==> src/rtl/me_io_pkg.sv <==
// Shared types and sizing for the ME chip-edge I/O shell.
// Optional ME_IO_PARITY_EN appends one even-parity beat to every serial frame.
package me_io_pkg;

    typedef enum logic {IDLE = 1'b0, LOAD = 1'b1} in_state_e;
    typedef enum logic {S_IDLE = 1'b0, S_SHIFT = 1'b1} out_state_e;

    localparam int DEF_WORD_WIDTH = 8;
    localparam int DEF_LANES      = 4;
    localparam int DEF_LOAD_WORDS = 256;
    localparam int DEF_RESULT_W   = 20;
    localparam int DEF_SER_LANES  = 1;

    localparam int BEATS      = DEF_RESULT_W / DEF_SER_LANES;
    localparam int BEAT_CNT_W = $clog2(BEATS + 1);
    localparam int WCNT_W     = $clog2(DEF_LOAD_WORDS);

`ifdef ME_IO_PARITY_EN
    localparam int PARITY_BEATS = 1;
`else
    localparam int PARITY_BEATS = 0;
`endif

    // Per-instance sizing, since the module parameters may differ from the defaults.
    function automatic int calc_beats(input int result_w, input int ser_lanes);
        return result_w / ser_lanes;
    endfunction

    function automatic int cnt_width(input int n);
        return (n < 2) ? 1 : $clog2(n);
    endfunction

endpackage

==> src/rtl/me_io_shell_if.sv <==
// Bundle of pad-side load signals, core-side word bus, result handshake and serial pins.
interface me_io_shell_if #(
    parameter int WORD_WIDTH = 8,
    parameter int LANES      = 4,
    parameter int RESULT_W   = 20,
    parameter int SER_LANES  = 1
) ();
    logic                          init;
    logic [LANES*WORD_WIDTH-1:0]   pad_data;
    logic [LANES*WORD_WIDTH-1:0]   core_data;
    logic                          core_valid;
    logic                          core_first;
    logic                          core_last;
    logic [RESULT_W-1:0]           res_data;
    logic                          res_valid;
    logic                          res_ready;
    logic [SER_LANES-1:0]          ser_out;
    logic                          ser_frame;

    modport slave (
        input  init, pad_data, res_data, res_valid,
        output core_data, core_valid, core_first, core_last, res_ready, ser_out, ser_frame
    );

    modport master (
        output init, pad_data, res_data, res_valid,
        input  core_data, core_valid, core_first, core_last, res_ready, ser_out, ser_frame
    );
endinterface

==> src/rtl/me_io_serializer.sv <==
// Result serializer: captures one result per handshake and shifts it out MSB-first.
// With ME_IO_PARITY_EN an even-parity beat on lane 0 follows the data beats.
module me_io_serializer
    import me_io_pkg::*;
#(
    parameter int RESULT_W  = DEF_RESULT_W,
    parameter int SER_LANES = DEF_SER_LANES
) (
    input  logic                 clk,
    input  logic                 rst,
    input  logic [RESULT_W-1:0]  res_data,
    input  logic                 res_valid,
    output logic                 res_ready,
    output logic [SER_LANES-1:0] ser_out,
    output logic                 ser_frame
);
    localparam int N_BEATS   = calc_beats(RESULT_W, SER_LANES);
    localparam int TOT_BEATS = N_BEATS + PARITY_BEATS;
    localparam int CNT_W     = cnt_width(N_BEATS + 1);
    localparam logic [CNT_W-1:0] LAST_BEAT = CNT_W'(TOT_BEATS - 1);

    generate
        if (RESULT_W % SER_LANES != 0) begin : g_bad_lanes
            $error("RESULT_W must be a multiple of SER_LANES");
        end
    endgenerate

    out_state_e           state_q, state_d;
    logic [RESULT_W-1:0]  shift_q, shift_d;
    logic [CNT_W-1:0]     cnt_q, cnt_d;
`ifdef ME_IO_PARITY_EN
    localparam logic [CNT_W-1:0] PAR_BEAT = CNT_W'(N_BEATS);
    logic                 par_q, par_d;
`endif

    always_ff @(posedge clk) begin
        if (rst) begin
            state_q <= S_IDLE;
            shift_q <= '0;
            cnt_q   <= '0;
`ifdef ME_IO_PARITY_EN
            par_q   <= 1'b0;
`endif
        end else begin
            state_q <= state_d;
            shift_q <= shift_d;
            cnt_q   <= cnt_d;
`ifdef ME_IO_PARITY_EN
            par_q   <= par_d;
`endif
        end
    end

    always_comb begin
        state_d   = state_q;
        shift_d   = shift_q;
        cnt_d     = cnt_q;
        res_ready = 1'b0;
        ser_frame = 1'b0;
        ser_out   = '0;
`ifdef ME_IO_PARITY_EN
        par_d     = par_q;
`endif
        case (state_q)
            S_IDLE: begin
                res_ready = 1'b1;
                if (res_valid) begin
                    shift_d = res_data;
                    cnt_d   = '0;
                    state_d = S_SHIFT;
`ifdef ME_IO_PARITY_EN
                    par_d   = ^res_data;
`endif
                end
            end
            S_SHIFT: begin
                ser_frame = 1'b1;
`ifdef ME_IO_PARITY_EN
                if (cnt_q == PAR_BEAT)
                    ser_out = SER_LANES'(par_q);
                else
`endif
                    ser_out = shift_q[RESULT_W-1 -: SER_LANES];
                shift_d = shift_q << SER_LANES;
                cnt_d   = cnt_q + 1'b1;
                if (cnt_q == LAST_BEAT) begin
                    cnt_d   = '0;
                    state_d = S_IDLE;
                end
            end
            default: state_d = S_IDLE;
        endcase
    end
endmodule

==> src/rtl/me_io_shell.sv <==
// Chip-edge I/O shell: frames pad words into counted block loads for the ME core
// and serialises match results. ME_IO_PARITY_EN enables the serial parity beat.
module me_io_shell
    import me_io_pkg::*;
#(
    parameter int WORD_WIDTH = DEF_WORD_WIDTH,
    parameter int LANES      = DEF_LANES,
    parameter int LOAD_WORDS = DEF_LOAD_WORDS,
    parameter int RESULT_W   = DEF_RESULT_W,
    parameter int SER_LANES  = DEF_SER_LANES
) (
    input  logic          clk,
    input  logic          rst,
    me_io_shell_if.slave  io
);
    localparam int PW   = LANES * WORD_WIDTH;
    localparam int WC_W = cnt_width(LOAD_WORDS);
    localparam logic [WC_W-1:0] LAST_WORD = WC_W'(LOAD_WORDS - 1);

    generate
        if (LOAD_WORDS < 2) begin : g_bad_load
            $error("LOAD_WORDS must be at least 2");
        end
    endgenerate

    // Stage P: pad boundary register; the framing FSM acts on this stage.
    logic [PW-1:0]   pad_q, pad_d;
    logic            init_q, init_d;
    in_state_e       state_q, state_d;
    logic [WC_W-1:0] wcnt_q, wcnt_d;
    logic [PW-1:0]   core_data_q, core_data_d;
    logic            core_valid_q, core_valid_d;
    logic            core_first_q, core_first_d;
    logic            core_last_q, core_last_d;

    always_ff @(posedge clk) begin
        if (rst) begin
            pad_q        <= '0;
            init_q       <= 1'b0;
            state_q      <= IDLE;
            wcnt_q       <= '0;
            core_data_q  <= '0;
            core_valid_q <= 1'b0;
            core_first_q <= 1'b0;
            core_last_q  <= 1'b0;
        end else begin
            pad_q        <= pad_d;
            init_q       <= init_d;
            state_q      <= state_d;
            wcnt_q       <= wcnt_d;
            core_data_q  <= core_data_d;
            core_valid_q <= core_valid_d;
            core_first_q <= core_first_d;
            core_last_q  <= core_last_d;
        end
    end

    always_comb begin
        pad_d        = io.pad_data;
        init_d       = io.init;
        state_d      = state_q;
        wcnt_d       = wcnt_q;
        core_valid_d = 1'b0;
        core_first_d = 1'b0;
        core_last_d  = 1'b0;
        // init always wins, so a restart mid-load simply reopens the frame.
        if (init_q) begin
            state_d      = LOAD;
            wcnt_d       = WC_W'(1);
            core_valid_d = 1'b1;
            core_first_d = 1'b1;
        end else if (state_q == LOAD) begin
            core_valid_d = 1'b1;
            if (wcnt_q == LAST_WORD) begin
                core_last_d = 1'b1;
                wcnt_d      = '0;
                state_d     = IDLE;
            end else begin
                wcnt_d = wcnt_q + 1'b1;
            end
        end
    end

    // Non-frame words are zeroed so the core bus stays quiet between loads.
    genvar gi;
    generate
        for (gi = 0; gi < LANES; gi++) begin : g_lane
            assign core_data_d[gi*WORD_WIDTH +: WORD_WIDTH] =
                core_valid_d ? pad_q[gi*WORD_WIDTH +: WORD_WIDTH] : '0;
        end
    endgenerate

    assign io.core_data  = core_data_q;
    assign io.core_valid = core_valid_q;
    assign io.core_first = core_first_q;
    assign io.core_last  = core_last_q;

    me_io_serializer #(
        .RESULT_W  (RESULT_W),
        .SER_LANES (SER_LANES)
    ) u_ser (
        .clk       (clk),
        .rst       (rst),
        .res_data  (io.res_data),
        .res_valid (io.res_valid),
        .res_ready (io.res_ready),
        .ser_out   (io.ser_out),
        .ser_frame (io.ser_frame)
    );
endmodule

==> src/flat_wrapper.sv <==
// flat-port wrapper written by rule: the top's interface ports become plain ports
module me_io_shell_flat import me_io_pkg::*;
#(
    parameter int WORD_WIDTH = DEF_WORD_WIDTH,
    parameter int LANES      = DEF_LANES,
    parameter int LOAD_WORDS = DEF_LOAD_WORDS,
    parameter int RESULT_W   = DEF_RESULT_W,
    parameter int SER_LANES  = DEF_SER_LANES
)
  (clk, rst, io_init, io_pad_data, io_res_data, io_res_valid, io_core_data, io_core_valid, io_core_first, io_core_last, io_res_ready, io_ser_out, io_ser_frame);
  me_io_shell_if #(.WORD_WIDTH(WORD_WIDTH), .LANES(LANES), .RESULT_W(RESULT_W), .SER_LANES(SER_LANES)) io_i ();
  input  logic clk;
  input  logic rst;
  input wire logic [$bits(io_i.init)-1:0] io_init;
  input wire logic [$bits(io_i.pad_data)-1:0] io_pad_data;
  input wire logic [$bits(io_i.res_data)-1:0] io_res_data;
  input wire logic [$bits(io_i.res_valid)-1:0] io_res_valid;
  output wire logic [$bits(io_i.core_data)-1:0] io_core_data;
  output wire logic [$bits(io_i.core_valid)-1:0] io_core_valid;
  output wire logic [$bits(io_i.core_first)-1:0] io_core_first;
  output wire logic [$bits(io_i.core_last)-1:0] io_core_last;
  output wire logic [$bits(io_i.res_ready)-1:0] io_res_ready;
  output wire logic [$bits(io_i.ser_out)-1:0] io_ser_out;
  output wire logic [$bits(io_i.ser_frame)-1:0] io_ser_frame;
  assign io_i.init = io_init;
  assign io_i.pad_data = io_pad_data;
  assign io_i.res_data = io_res_data;
  assign io_i.res_valid = io_res_valid;
  assign io_core_data = io_i.core_data;
  assign io_core_valid = io_i.core_valid;
  assign io_core_first = io_i.core_first;
  assign io_core_last = io_i.core_last;
  assign io_res_ready = io_i.res_ready;
  assign io_ser_out = io_i.ser_out;
  assign io_ser_frame = io_i.ser_frame;
  me_io_shell #(.WORD_WIDTH(WORD_WIDTH), .LANES(LANES), .LOAD_WORDS(LOAD_WORDS), .RESULT_W(RESULT_W), .SER_LANES(SER_LANES)) u_core (.clk(clk), .rst(rst), .io(io_i));
endmodule
==> config.mk <==
export PLATFORM = sky130hd
export DESIGN_NAME = me_io_shell_flat
export DESIGN_NICKNAME = d
export VERILOG_FILES = /design/src/rtl/me_io_pkg.sv /design/src/rtl/me_io_shell_if.sv /design/src/rtl/me_io_serializer.sv /design/src/rtl/me_io_shell.sv /design/src/flat_wrapper.sv
export SDC_FILE = /design/constraint.sdc
export NUM_CORES = 1
export LEC_CHECK = 0
export ABC_CLOCK_PERIOD_IN_PS = 2600
export BUFFER_PORTS_ARGS = -buffer_cell sky130_fd_sc_hd__buf_2
export CAP_MARGIN = 20
export CORE_MARGIN = 5
export CORE_UTILIZATION = 55
export DETAILED_ROUTE_END_ITERATION = 10
export PLACE_DENSITY_LB_ADDON = 0.1
export SYNTH_ARGS = -nofsm -noshare
export SYNTH_HDL_FRONTEND = slang
export SYNTH_SLANG_ARGS = --single-unit
==> constraint.sdc <==
create_clock -name clk -period 2.6 [get_ports clk]
set_input_delay 0.78 -clock clk [delete_from_list [all_inputs] [get_ports clk]]
set_output_delay 0.78 -clock clk [all_outputs]
set_load 0.005 [all_outputs]
# Yosys cells after proc, flatten, opt, wreduce, memory -nomap -nowiden
# Index checks and enable logic that the tools add are counted.
# totals
elab_cells,45
register_bits,103
input_bits,56
output_inout_bits,38
# classes
eq_ne,3
add_sub_neg,2
bitwise,3
mux,21
reduce_logical,4
# op_table
op,n
20-bit case mux with 2 select lines,1
20-bit 2-to-1 mux,1
1-bit 2-to-1 mux,14
5-bit 2-to-1 mux,2
5-bit case mux with 2 select lines,1
"8-bit by 1-bit adder with 8-bit output, second input constant",1
"8-bit equality test, second input constant",1
8-bit 2-to-1 mux,1
"5-bit by 1-bit adder with 5-bit output, second input constant",1
"5-bit equality test, second input constant",1
2-bit OR reduction,2
1-bit NOT,3
3-bit OR reduction,1
"2-bit inequality test, second input constant",1
1-bit case mux with 2 select lines,1
2-bit nonzero test,1

# Depth between registers and ports, before layout
# Gate-level depths: netlist of run 1.
# logic_depth
ltp_word,4
ltp_mapped,5
ltp_nobuf,4

# By module
# From an unflattened synthesis of run 1, not the netlist that was laid out.
# unflattened
cells_unflattened,334
hier_area_um2,3439.5
# by_module_without_submodules
module,area_each_um2,cells_per_inst,seq_area_each_um2,instances
me_io_shell,2230.9,191,1541.5,1
me_io_serializer,1208.7,143,520.5,1

# Least setup slack after synthesis of run 1
# Ideal clock, no wire load.
# synth_path
path_kind,reg2out
startpoint,register u_core.u_ser.state_q
endpoint,output io_ser_out
path_slack_ns,0.863
path_buffers,2
t_arrival_ns,0.957
required_ns,1.820
stages_incl_launch_ff,4
cell_sequence,dfxtp_1 > clkbuf_1 > clkbuf_1 > and2_1
# synth_between
elab_chain_cells,1
# synth_lines
element,line,text
"start, declared",me_io_serializer.sv:28,"out_state_e state_q, state_d;"
"start signal, assigned",me_io_serializer.sv:45,state_q <= state_d;
1-bit 2-to-1 mux,me_io_serializer.sv:64,case (state_q)
"end, declared",flat_wrapper.sv:23,output wire logic [$bits(io_i.ser_out)-1:0] io_ser_out;
# Every way passes these cells.

# Worst setup path after layout of run 1
# Same ends and word-level chain as after synthesis.

==> impl_metrics.csv, run 1 <==
group,metric,value,unit
worst_setup_path,cp-end-kind,"output port",
clock_network,cts_root_buffer,"clkbuf_8",
logic_synthesis,synth_top_area_frac,0.598,
logic_synthesis,yosys_register_bits,103,
floorplan,die_w,89.2,um
pwr,p_int,2.13,mW
clock_network,clock_sinks,103,
global_routing,grt_pass1_vias,2182,
logic_synthesis,synth_cell_types,30,
pwr,seq_power_share,0.595,
floorplan,start_util,0.572,
global_routing,antenna_found_initial,1,
pwr,power_density,681,nW/um^2
routing,via_per_inst,4.83,
routing,route.detailed.drc,0,
logic_synthesis,synth_nets,398,
clock_network,insertion_delay,0.35,ns
floorplan,rows,28,
worst_hold_path,min_path_type,"flop to flop",
floorplan,core_area,6030,sq um
run,cap_violations,0,
floorplan,dieHeight,89.2,um
worst_setup_path,crit_type,"flop to output port",
pwr,total_power,2.81,mW
pwr,p_switching,0.685,mW
timing,worst_pin_slew,0.870,ns
timing,min_period,1.98,ns
global_routing,grt_max_degree,42,
placed_design,place.gp.congestion,0.731,
status,outcome,"completed",
global_routing,gr-total-overflow,0,
clock_network,cts_buffer_depth,2,
global_routing,grt_pass1_wl,9490,um
routing,drt_iter0_drc,70,
floorplan,io_pins,94,
timing,finClkSkew,0.0108,ns
timing,relSlewSlack,0.420,
final_layout,n_antenna_cell,0,
clock_network,tritoncts,"built",
routing,drt.antenna.violating_nets,0,
logic_synthesis,avgSynthCellArea,10.1,sq um
routing,num_vias,2445,
clock_network,cts_repair_resize_count,0,
clock_network,clk_pin_slew,0.10,ns
worst_setup_path,worstPathMaxFanout,11,
logic_synthesis,async_flop_share,0,
logic_synthesis,synth_top_flop_cell,"dfxtp_1",
timing,tns,0,ns
logic_synthesis,synth.cell_area,3450,sq um
final_layout,area_growth,20.0,%
routing,wl_per_cell,12.1,um
logic_synthesis,synth_edf_count,0,
timing,fin_crit_sh,0.763,
placed_design,io_buffers,93,
floorplan,die_area,7950,sq um
global_routing,track_usage,0.156,
pwr,ir_drop,0.351,mV
final_layout,final_area,4140,sq um
logic_synthesis,ys_warn_count,0,
clock_network,cts_setup_buffers,0,
worst_setup_path,start_kind,"flop",
logic_synthesis,synth_top_area_cell,"dfxtp_1",
logic_synthesis,synthCells,340,
placed_design,post_dp_cell_area,3950,sq um
logic_synthesis,synthTopCellsByArea,"dfxtp_1 60%, nor2b_1 6.7%, mux2_2 6.2%, and2_1 6.0%, nand2_1 4.8%",
timing,rsz0062_at_grt,"false",
pwr,p_leak,1.83,nW
clock_network,ctsHoldBuffers,0,
timing,setup_viol,0,
placed_design,dpl.hpwl,4210,um
timing,drv_slew,0,
final_layout,layout-drive-gt1-share,0.304,
final_layout,final_nets,484,
clock_network,cts_buffers,9,
routing,wl,6110,um
timing,max_freq,504,MHz
routing,drtPass1Iterations,4,
worst_setup_path,cp.arrival,1.20,ns
clock_network,htree_levels,3,
pwr,pwr-share-clk,0.333,
pwr,pwr-share-comb,0.073,
logic_synthesis,seq_area_frac_synth,0.598,
timing,hold_viol_final,0,
worst_setup_path,crit_required,1.82,ns
pwr,power_switching_share,0.243,
-- cells in the final DEF (no fill, tap or decap) --
| cell type | count |
|---|---|
| dfxtp_1 | 103 |
| buf_2 | 93 |
| nand2_1 | 44 |
| nor2b_1 | 37 |
| and2_1 | 33 |
| a21oi_1 | 29 |
| mux2_2 | 19 |
| nor2_1 | 9 |
| clkbuf_8 | 9 |
| o21ai_0 | 7 |
| inv_1 | 5 |
| mux2i_1 | 3 |
| nor3_1 | 3 |
| nand3_1 | 3 |
| nand4_1 | 3 |
| xor2_1 | 3 |
| inv_6 | 3 |
| buf_4 | 3 |
| or3_1 | 2 |
| nor4_1 | 2 |
| ha_1 | 2 |
| a41oi_1 | 1 |
| nand4bb_1 | 1 |
| nand4b_1 | 1 |
| nor3b_1 | 1 |
| nand3b_1 | 1 |
| nor2_2 | 1 |
| or2_1 | 1 |
| o31ai_1 | 1 |
| or4_1 | 1 |
| o311ai_0 | 1 |
| and3b_1 | 1 |
| a311oi_1 | 1 |
| clkinv_4 | 1 |
| clkinv_8 | 1 |
| inv_8 | 1 |
| clkbuf_1 | 1 |
-- per-layer routing --
layer | up-vias | part of all wire | global-route usage
met4 | 2 | 0.012 | 0.0731
li1 | 1282 | - | -
met2 | 69 | 0.44 | 0.250
met1 | 1083 | 0.45 | 0.190
met5 | - | 0.0018 | 0
met3 | 9 | 0.095 | 0.0498
-- power by group through the flow --
stage / clock network (mW) / logic, mW / registers [mW]
3_3_place_gp: 0 / 0.202 / 1.71
4_1_cts: 0.961 / 0.208 / 1.67
5_1_grt: 1.04 / 0.232 / 1.68
3_5_place_dp: 0 / 0.207 / 1.71
2_1_floorplan: 0 / 0.134 / 1.70
6_report: 0.936 / 0.205 / 1.67
-- Yosys cell counts (2+ instances only) --
cell,number
dfxtp_1,103
nand2_1,44
nor2b_1,37
and2_1,33
a21oi_1,29
mux2_2,19
clkbuf_1,15
nor2_1,10
o21ai_0,7
buf_2,6
inv_1,5
mux2i_1,3
nand3_1,3
nand4_1,3
nor3_1,3
xor2_1,3
ha_1,2
nor4_1,2
or3_1,2
-- per-stage QoR --
stage	setup WS (ns)	hold slack, ns	std cells	util
after floorplan	0.863	0.406	340	-
after global placement	0.544	0.407	490	0.655
after detailed placement	0.475	0.411	490	0.655
after CTS	0.597	0.427	506	0.686
after global routing	0.543	0.445	506	0.686
final	0.616	0.424	506	0.686
-- registers in the layout (all words and copies together), names as in the netlist, 5 cells and up --
signal / flops
u_core.io.core_data: 32
u_core.wcnt_q: 8
u_core.pad_q: 32
u_core.u_ser.cnt_q: 5
u_core.u_ser.shift_q: 20
-- final cells by class --
cell class | instances | area, sq um
clock inverters | 6 | 62.6
inverters | 5 | 18.8
clock buffers | 10 | 128
well taps | 75 | 93.8
repair buffers | 96 | 488
flip-flops and latches | 103 | 2060
fillers | 497 | 1890
multi-input cells | 211 | 1280
-- final timing paths --
path | start | cells after the start | to | slack, ns
worst max register to register | u_core.state_q$_SDFF_PP0_ | 3 | u_core.io.core_data[31]$_SDFF_PP0_ | 1.04
worst min-delay path | u_core.pad_q[1]$_SDFF_PP0_ | 1 | u_core.io.core_data[1]$_SDFF_PP0_ | 0.42
worst min register to register | u_core.pad_q[1]$_SDFF_PP0_ | 1 | u_core.io.core_data[1]$_SDFF_PP0_ | 0.42
worst max-delay path | u_core.u_ser.state_q$_SDFF_PP0_ | 2 | io_ser_out | 0.62
-- kinds of logic (layout without fill, tap and decap cells) --
kind of cell             Yosys count  in the layout  synth area share
AO/OA/AOI/OAI                     40             40            0.0620
XOR/XNOR                           3              3           0.00762
adder cells (fa/ha/maj)            2              2           0.00726
buffers and inverters             26            117            0.0305
flip-flops                       103            103             0.598
multiplexers                      22             22            0.0708
AND/OR/NAND/NOR                  144            144             0.224
-- worst max-delay path, stage by stage (launching register included) --
cell     delay, ns
dfxtp_1       0.57
and2_1        0.18
buf_2         0.11
No activity file was read; power rests on OpenSTA's default activity.
==> run 2, diff against run 1 <==
--- a/config.mk
+++ b/config.mk
@@ -5,11 +5,12 @@
 export SDC_FILE = /design/constraint.sdc
 export NUM_CORES = 1
 export LEC_CHECK = 0
-export ABC_CLOCK_PERIOD_IN_PS = 2600
+export ABC_AREA = 1
+export ABC_CLOCK_PERIOD_IN_PS = 1950
 export BUFFER_PORTS_ARGS = -buffer_cell sky130_fd_sc_hd__buf_2
 export CAP_MARGIN = 20
 export CORE_MARGIN = 5
-export CORE_UTILIZATION = 55
+export CORE_UTILIZATION = 52
 export DETAILED_ROUTE_END_ITERATION = 10
 export PLACE_DENSITY_LB_ADDON = 0.1
 export SYNTH_ARGS = -nofsm -noshare
==> constraint.sdc (replaced) <==
create_clock -name clk -period 1.95 [get_ports clk]
set_input_delay 0.585 -clock clk [delete_from_list [all_inputs] [get_ports clk]]
set_output_delay 0.585 -clock clk [all_outputs]
set_load 0.005 [all_outputs]
==> impl_metrics.csv, run 2 <==
group,metric,value,unit
worst_setup_path,rr_worst_depth,6,
worst_setup_path,crit_required,1.36,ns
timing,finClkSkew,0.00493,ns
routing,route.detailed.drc,0,
global_routing,track_usage,0.159,
floorplan,start_util,0.531,
placed_design,place_inst,629,
routing,drt_iter0_drc,108,
logic_synthesis,synth_top_area_frac,0.575,
clock_network,clock_sinks,103,
clock_network,htree_levels,3,
worst_hold_path,min_path_cells,2,
status,outcome,"completed",
pwr,p_leak,2.27,nW
logic_synthesis,synth_commonest_cells,"108 x nand2_1, 103 x dfxtp_1, 100 x inv_1",
timing,tns,0,ns
timing,relSlewSlack,0.625,
final_layout,layout_common_cells,"108 x nand2_1, 103 x dfxtp_1, 100 x inv_1",
timing,fin_crit_sh,0.916,
timing,drv_slew,0,
global_routing,grt_pass1_wl,11000,um
timing,hold_viol_final,0,
global_routing,antenna_found_initial,0,
worst_hold_path,min_path_type,"flop to flop",
logic_synthesis,seq_area_frac_synth,0.575,
timing,min_period,1.79,ns
worst_setup_path,path_buf_inv,2,
final_layout,final_nets,618,
logic_synthesis,synth_top_area_cell,"dfxtp_1",
logic_synthesis,synth.cell_area,3590,sq um
clock_network,cts_setup_buffers,0,
logic_synthesis,synth_most_common_cell,"nand2_1",
placed_design,dpl.hpwl,4520,um
timing,max_freq,560,MHz
global_routing,grt_pass1_vias,2588,
timing,setup_viol,0,
routing,drtPass1Iterations,4,
clock_network,cts_buffer_depth,2,
final_layout,area_growth,18.6,%
pwr,power_density,879,nW/um^2
floorplan,rows,30,
logic_synthesis,avgSynthCellArea,7.62,sq um
timing,fin_hold_ws,0.409,ns
clock_network,cts_root_buffer,"clkbuf_8",
worst_setup_path,slowest_stage,"dfxtp_1",
logic_synthesis,synthTopCellsByArea,"dfxtp_1 57%, nand2_1 11%, inv_1 10%, nor2_1 8.8%, nand3_1 3.8%",
final_layout,n_antenna_cell,0,
logic_synthesis,synth_top_flop_cell,"dfxtp_1",
worst_setup_path,worstPathMaxFanout,11,
placed_design,io_buffers,93,
global_routing,grt_max_degree,33,
final_layout,seq_area,2060,sq um
final_layout,num-fill-cells,624,
clock_network,cts_repair_resize_count,0,
routing,drt.antenna.violating_nets,0,
clock_network,insertion_delay,0.36,ns
logic_synthesis,async_flop_share,0,
clock_network,cts_buffers,9,
logic_synthesis,synth_cell_types,23,
final_layout,layout_commonest_cell,"nand2_1",
timing,worst_pin_slew,0.561,ns
placed_design,place.gp.congestion,0.759,
floorplan,core_area,6760,sq um
worst_setup_path,crit_type,"flop to output port",
global_routing,gr-total-overflow,0,
final_layout,layout-drive-gt1-share,0.207,
worst_setup_path,cp_slowest_stage_delay,0.60,ns
logic_synthesis,synth_edf_count,0,
floorplan,dieHeight,93.1,um
worst_setup_path,cp.arrival,1.20,ns
worst_setup_path,cp-end-kind,"output port",
logic_synthesis,synth_nets,529,
routing,via_per_inst,4.38,
final_layout,final_cells,644,
floorplan,io_pins,94,
clock_network,clk_pin_slew,0.10,ns
clock_network,tritoncts,"built",
worst_setup_path,cp.depth,3,
routing,num_vias,2819,
pwr,ir_drop,0.430,mV
logic_synthesis,yosys_register_bits,103,
final_layout,multi_input_area,1040,sq um
worst_setup_path,critPathTopFamily,"flip-flops",
worst_setup_path,start_kind,"flop",
logic_synthesis,ys_warn_count,0,
floorplan,die_area,8660,sq um
routing,wl_per_cell,10.2,um
floorplan,die_w,93.1,um
worst_setup_path,path_cells,"nand2_1, inv_1, buf_2",
logic_synthesis,synthCells,471,
pwr,total_power,3.74,mW
clock_network,ctsHoldBuffers,0,
routing,wl,6570,um
run,cap_violations,0,
timing,rsz0062_at_grt,"false",
[run 2: changes by cell type in the layout (fill, tap and decap cells not counted), sizes merged, moves of 3 or more]
cell	delta
mux2i	-3
nor2	+75
a21oi	-17
and2	-33
mux2	-19
nand2	+64
nor2b	-37
nand3	+24
inv	+98
[run 2: logic make-up (layout without fill, tap and decap cells)]
logic type | after synthesis | in the layout | share of synthesized area
simple gates | 225 | 225 | 0.250
buf+inv | 122 | 215 | 0.136
flops | 103 | 103 | 0.575
compound gates | 18 | 18 | 0.0290
fa+ha+maj | 2 | 2 | 0.00697
xor+xnor | 1 | 1 | 0.00244
[run 2: final timing paths]
path,start,endpoint,slack [ns]
setup reg to reg,u_core.wcnt_q[0]$_SDFFE_PP0P_,u_core.wcnt_q[5]$_SDFFE_PP0P_,0.50
setup / recovery,u_core.u_ser.state_q$_SDFF_PP0_,io_ser_out,0.16
hold reg to reg,u_core.pad_q[4]$_SDFF_PP0_,u_core.io.core_data[4]$_SDFF_PP0_,0.41
hold / removal,u_core.pad_q[4]$_SDFF_PP0_,u_core.io.core_data[4]$_SDFF_PP0_,0.41
[run 2: cell type report]
class | count | share of cell area
inverter | 104 | 0.0918
clock inverter | 6 | 0.0126
tap | 80 | 0.0235
clock buffer | 9 | 0.0291
timing repair buffer | 96 | 0.115
sequential | 103 | 0.485
multi-input combinational | 246 | 0.244
[run 2: layer usage]
metal / track usage / share of wire
met1: 0.200 / 0.46
met2: 0.262 / 0.47
met3: 0.0330 / 0.056
met4: 0.0733 / 0.016
met5: 0 / 0
[run 2: tightest hold or removal path: stages, from the launching register on]
cell	delay (ns)
dfxtp_1	0.31
inv_1	0.04
nor2_1	0.03
[run 2: per-stage QoR]
stage	utilization	area [sq um]	worst slack, ns
floorplan	-	3590	0.569
global placement	0.603	4080	0.400
detailed placement	0.603	4080	0.365
CTS	0.630	4250	0.136
global route	0.630	4250	0.0567
finish	0.630	4250	0.163
[run 2: power by group]
| group | total (mW) | switching (mW) | internal [mW] |
|---|---|---|---|
| Clock | 1.21 | 0.731 | 0.480 |
| Sequential | 2.24 | 0.0427 | 2.19 |
| Combinational | 0.293 | 0.170 | 0.123 |
| Total | 3.74 | 0.943 | 2.80 |
